<file path="src/rtl/mem_load_store_master.sv">
// Data-port initiator: turns byte-addressed load/store requests into word-addressed
// memory strobes with lane enables, and returns one extended/flagged response per request.
module mem_load_store_master #(
  parameter int DATA_BITS = 16,
  parameter int TIMEOUT   = 31
) (
  input  logic                 clk,
  input  logic                 reset,
  input  logic                 req_valid,
  output logic                 req_ready,
  input  logic                 req_we,
  input  logic [1:0]           req_size,
  input  logic                 req_unsigned,
  input  logic [DATA_BITS-1:0] req_addr,
  input  logic [31:0]          req_wdata,
  output logic                 resp_valid,
  output logic [31:0]          resp_rdata,
  output logic                 resp_err,
  output logic [DATA_BITS-3:0] mem_addr,
  output logic                 mem_ren,
  output logic                 mem_wen,
  output logic [31:0]          mem_wdata,
  output logic [3:0]           mem_bsv,
  input  logic [31:0]          mem_rdata,
  input  logic                 mem_ready
);

  typedef enum logic [2:0] {
    IDLE, RD_ISSUE, RD_WAIT_LOW, RD_WAIT_DATA, WR_ISSUE, RESP
  } state_t;

  localparam logic [4:0] WAIT_LAST = 5'(TIMEOUT - 1);

  state_t      state;
  logic [1:0]  lane_p0;
  logic [1:0]  size_p0;
  logic        uns_p0;
  logic [4:0]  wait_cnt;

  function automatic logic access_err(input logic [1:0] size, input logic [1:0] lane);
    return (size == 2'b11) || (size == 2'b01 && lane[0]) || (size == 2'b10 && lane != 2'b00);
  endfunction

  function automatic logic [3:0] lane_mask(input logic [1:0] size, input logic [1:0] lane);
    case (size)
      2'b00:   return 4'b0001 << lane;
      2'b01:   return lane[1] ? 4'b1100 : 4'b0011;
      default: return 4'b1111;
    endcase
  endfunction

  function automatic logic [31:0] lane_replicate(input logic [1:0] size, input logic [31:0] wdata);
    case (size)
      2'b00:   return {4{wdata[7:0]}};
      2'b01:   return {2{wdata[15:0]}};
      default: return wdata;
    endcase
  endfunction

  function automatic logic [31:0] load_extract(input logic [1:0] size, input logic [1:0] lane,
                                               input logic uns, input logic [31:0] rdata);
    logic signed [7:0]  b;
    logic signed [15:0] h;
    b = rdata[{lane, 3'b000} +: 8];
    h = lane[1] ? rdata[31:16] : rdata[15:0];
    case (size)
      2'b00:   return uns ? {24'h0, b} : {{24{b[7]}}, b};
      2'b01:   return uns ? {16'h0, h} : {{16{h[15]}}, h};
      default: return rdata;
    endcase
  endfunction

  // Gating on mem_ready lets a read still in flight after reset drain first.
  assign req_ready = (state == IDLE) && mem_ready;

  always_ff @(posedge clk) begin
    if (!reset) begin
      state      <= IDLE;
      mem_ren    <= 1'b0;
      mem_wen    <= 1'b0;
      mem_addr   <= '0;
      mem_wdata  <= '0;
      mem_bsv    <= '0;
      resp_valid <= 1'b0;
      resp_rdata <= '0;
      resp_err   <= 1'b0;
      wait_cnt   <= '0;
    end else begin
      case (state)
        IDLE: begin
          if (req_valid && mem_ready) begin
            lane_p0  <= req_addr[1:0];
            size_p0  <= req_size;
            uns_p0   <= req_unsigned;
            mem_addr <= req_addr[DATA_BITS-1:2];
            if (access_err(req_size, req_addr[1:0])) begin
              state      <= RESP;
              resp_valid <= 1'b1;
              resp_err   <= 1'b1;
              resp_rdata <= '0;
            end else if (req_we) begin
              state     <= WR_ISSUE;
              mem_wen   <= 1'b1;
              mem_bsv   <= lane_mask(req_size, req_addr[1:0]);
              mem_wdata <= lane_replicate(req_size, req_wdata);
            end else begin
              state   <= RD_ISSUE;
              mem_ren <= 1'b1;
              mem_bsv <= lane_mask(req_size, req_addr[1:0]);
            end
          end
        end
        RD_ISSUE: begin
          mem_ren  <= 1'b0;
          mem_bsv  <= '0;
          wait_cnt <= '0;
          state    <= RD_WAIT_LOW;
        end
        // A ready still high from before the read is never taken as data.
        RD_WAIT_LOW: begin
          if (wait_cnt == WAIT_LAST) begin
            state      <= RESP;
            resp_valid <= 1'b1;
            resp_err   <= 1'b1;
            resp_rdata <= '0;
          end else begin
            wait_cnt <= wait_cnt + 5'd1;
            if (!mem_ready) state <= RD_WAIT_DATA;
          end
        end
        RD_WAIT_DATA: begin
          if (mem_ready) begin
            state      <= RESP;
            resp_valid <= 1'b1;
            resp_err   <= 1'b0;
            resp_rdata <= load_extract(size_p0, lane_p0, uns_p0, mem_rdata);
          end else if (wait_cnt == WAIT_LAST) begin
            state      <= RESP;
            resp_valid <= 1'b1;
            resp_err   <= 1'b1;
            resp_rdata <= '0;
          end else begin
            wait_cnt <= wait_cnt + 5'd1;
          end
        end
        WR_ISSUE: begin
          mem_wen    <= 1'b0;
          mem_bsv    <= '0;
          state      <= RESP;
          resp_valid <= 1'b1;
          resp_err   <= 1'b0;
          resp_rdata <= '0;
        end
        RESP: begin
          resp_valid <= 1'b0;
          resp_err   <= 1'b0;
          resp_rdata <= '0;
          state      <= IDLE;
        end
        default: state <= IDLE;
      endcase
    end
  end

endmodule

</file>
<file path="config.mk">
export PLATFORM = sky130hd
export DESIGN_NAME = mem_load_store_master
export DESIGN_NICKNAME = d
export VERILOG_FILES = /design/src/rtl/mem_load_store_master.sv
export SDC_FILE = /design/constraint.sdc
export NUM_CORES = 1
export LEC_CHECK = 0
export ABC_AREA = 1
export BUFFER_PORTS_ARGS = -buffer_cell sky130_fd_sc_hd__buf_2
export CAP_MARGIN = 10
export CORE_ASPECT_RATIO = 1.1
export CORE_MARGIN = 2
export CORE_UTILIZATION = 45
export DETAILED_ROUTE_END_ITERATION = 10
export PLACE_DENSITY = 0.77
export SYNTH_ARGS = -nofsm -noshare
export SYNTH_HDL_FRONTEND = slang
export SYNTH_SLANG_ARGS = --single-unit
</file>
<file path="constraint.sdc">
create_clock -name clk -period 1.8 [get_ports clk]
set_clock_uncertainty 0.2 [all_clocks]
set_input_delay 0.36 -clock clk [delete_from_list [all_inputs] [get_ports clk]]
set_output_delay 0.36 -clock clk [all_outputs]
set_load 0.1 [all_outputs]
</file>
==> results.cfg <==
[global_routing]
grt_pass1_vias = 4593
met2_usage = 0.364
met1_usage = 0.300
grt_max_degree = 53
gr-total-overflow = 0
grt_first_pass_wirelength_mm = 21.0
grt_util_met3 = 0.0580
track_usage = 0.231
busiest_layer = met2
antenna_found_initial = 0

[route]
via_count = 5099
ant_nets = 0
drc = 0
drtPass1Iterations = 5
wl_per_cell_um = 14.3
routed_wl_mm = 13.9
vias_per_cell = 5.27
drt_iter0_markers = 214

[logic_synthesis]
synth_xor_xnor_area_share = 0.00187
synth_area_um2 = 4680
synth_top_cell_by_area = dfxtp_1
ys_types = 37
synth_top_family_by_area = simple AND/OR/NAND/NOR gates
yosys.area_share.simple = 0.268
ys_top_cells_by_count = 158 x nand2_1, 94 x dfxtp_1, 79 x nor2_1
synth-async-reset-ratio = 0
synth_compound_area_frac = 0.216
yosys-top-cells-area = dfxtp_1 40%, nand2_1 13%, a21oi_1 7.6%
synthFlopType = dfxtp_1
ys_ff_latch = 99
syn_nets = 737
synth_fa_ha_area_frac = 0.00535
synth.area.mux_share = 0
yosysMostFrequentCell = nand2_1
synth_edf_count = 5
synth-seq-area-share = 0.434
netlist_instances = 647
netlist.area_leader.share = 0.402
ys_warn_count = 0
synth_area_per_cell_um2 = 7.23

[die]
die-height_um = 111
initial_utilization = 0.457
die_x_um = 101
rows = 39
core-area_um2 = 10200
dieArea_um2 = 11200
boundaryPins = 175

[sta]
finalCritPeriodShare = 0.979
fin_crit_ps = 1760
rsz0062_at_grt = yes
fmax_mhz = 568
finalMaxSlewViolations = 0
hold_viol = 0
worst_pin_slew_ps = 510
setup_violations = 0
slew_headroom = 0.662
hold_slack_ps = 31.6

[place]
routabilityCongestion = 0.841
port_buffers = 174
hpwlAfterDp_mm = 9.44
dpl.cell_count = 936

[min_path]
hold_path.class = input port to flip-flop

[layout]
nets = 930
drive_gt1_frac = 0.344
num_antenna_cells = 0
instances_no_fill = 968
n_fill_cell = 952
synthToLayoutAreaGrowth_pct = 37.7

[pwr]
power_leakage_nw = 3.15
powerDensity_nw_per_um2 = 1430
ir_worst_vdd_mv = 0.992
total_power_mw = 9.20

[clock_tree]
cts_tree = built
clockRootBuffer = clkbuf_16
clock_path_buffers = 2
clock-sinks = 99
htree_levels = 3
clkLatencyLatePin_ps = 350
cts_buffers = 9
clkSlewWorstSetupHoldPaths_ps = 70

[critical_path]
critPathKind = flip-flop to output port
cp.arrival_ps = 1200
path_max_fanout = 2
cp.required_ps = 1240
critPathLaunchType = flip-flop
end_kind = output port

[status]
outcome = complete, no violations

[job]
cap_viol_max_count = 0
critical path: stages (launching register included):
cell	delay, ps
dfxtp_4	360
nor2_4	140
nand2_4	80
nor2_4	100
buf_12	180
layout make-up:
cell class / count / area (um2) / area share
multi-input cells: 472 / 2410 / 0.374
flip-flops and latches: 99 / 2040 / 0.317
repair buffers: 217 / 1380 / 0.214
clock buffers: 9 / 225 / 0.0350
inverters: 41 / 161 / 0.0251
well taps: 123 / 154 / 0.0239
clock inverters: 7 / 73.8 / 0.0115
cells in the final DEF, fill, tap and decap left out, drive strengths merged:
cell type,netlist,routed
ha,2,2
or2,2,2
clkbuf,18,13
buf,17,212
clkinv,0,3
xor2,1,1
nor3,4,4
nor3b,1,1
bufinv,0,1
o2111ai,7,7
nand4,1,1
o211a,1,1
o21ai,66,66
o211ai,24,24
nor2,85,85
edfxtp,5,5
a211oi,1,1
nand3,26,26
a21oi,72,72
dlygate4sd3,0,1
o22a,1,1
and3,1,1
a31oi,8,8
nand2,169,169
inv,41,44
dfxtp,94,94
state kept, by name, indices dropped and copies added (netlist names):
name and flops:
resp_valid 1, mem_ren 1, resp_rdata 32, lane_p0 2
mem_wen 1, resp_err 1, mem_bsv 4, wait_cnt 5
uns_p0 1, mem_wdata 32, mem_addr 14, size_p0 2
state 3
cell families after synthesis:
logic type      after synthesis
compound gates              180
xor+xnor                      1
fa+ha+maj                     2
buf+inv                      76
flops                        99
simple gates                289
stage by stage:
step / util / setup TNS, ps / cell area, um2 / setup WS [ps]
2_1_floorplan: - / 0 / 4690 / 59.3
3_3_place_gp: 0.567 / 0 / 5810 / 69.3
3_5_place_dp: 0.567 / 0 / 5810 / 13.5
4_1_cts: 0.601 / 0 / 6150 / 11.6
5_1_grt: 0.628 / -14.5 / 6440 / -9.63
6_report: 0.628 / 0 / 6440 / 38.3
report_power, final:
| group | internal (mW) | total [mW] | switching (mW) |
|---|---|---|---|
| logic | 1.36 | 4.54 | 3.18 |
| clock network | 1.09 | 1.98 | 0.889 |
| registers | 2.49 | 2.68 | 0.188 |
| total | 4.94 | 9.20 | 4.26 |
path summary, 6_finish.rpt:
| path | from | to | slack, ps | cells past startpoint |
|---|---|---|---|---|
| setup reg to reg | state[1] | resp_rdata[26] | 60 | 11 |
| setup / recovery | state[1] | req_ready | 40 | 4 |
| hold / removal | req_addr[13] | mem_addr[11] | 30 | 3 |
| hold reg to reg | mem_ren | mem_ren | 250 | 2 |
per-layer routing:
layer  up-vias  wire (um)
li1       2557          -
met4         0        323
met1      2302       6050
met5         -          0
met2       213       6450
met3        27       1030
repair_timing:
item	CTS	global route
hold buffers	1	0
gates resized for setup	7	33
endpoints found under the setup margin	1	69
setup buffers	3	8
pin swaps	3	22
cloned	0	5
hold endpoints to repair	1	0
(Power assumes the default switching activity.)
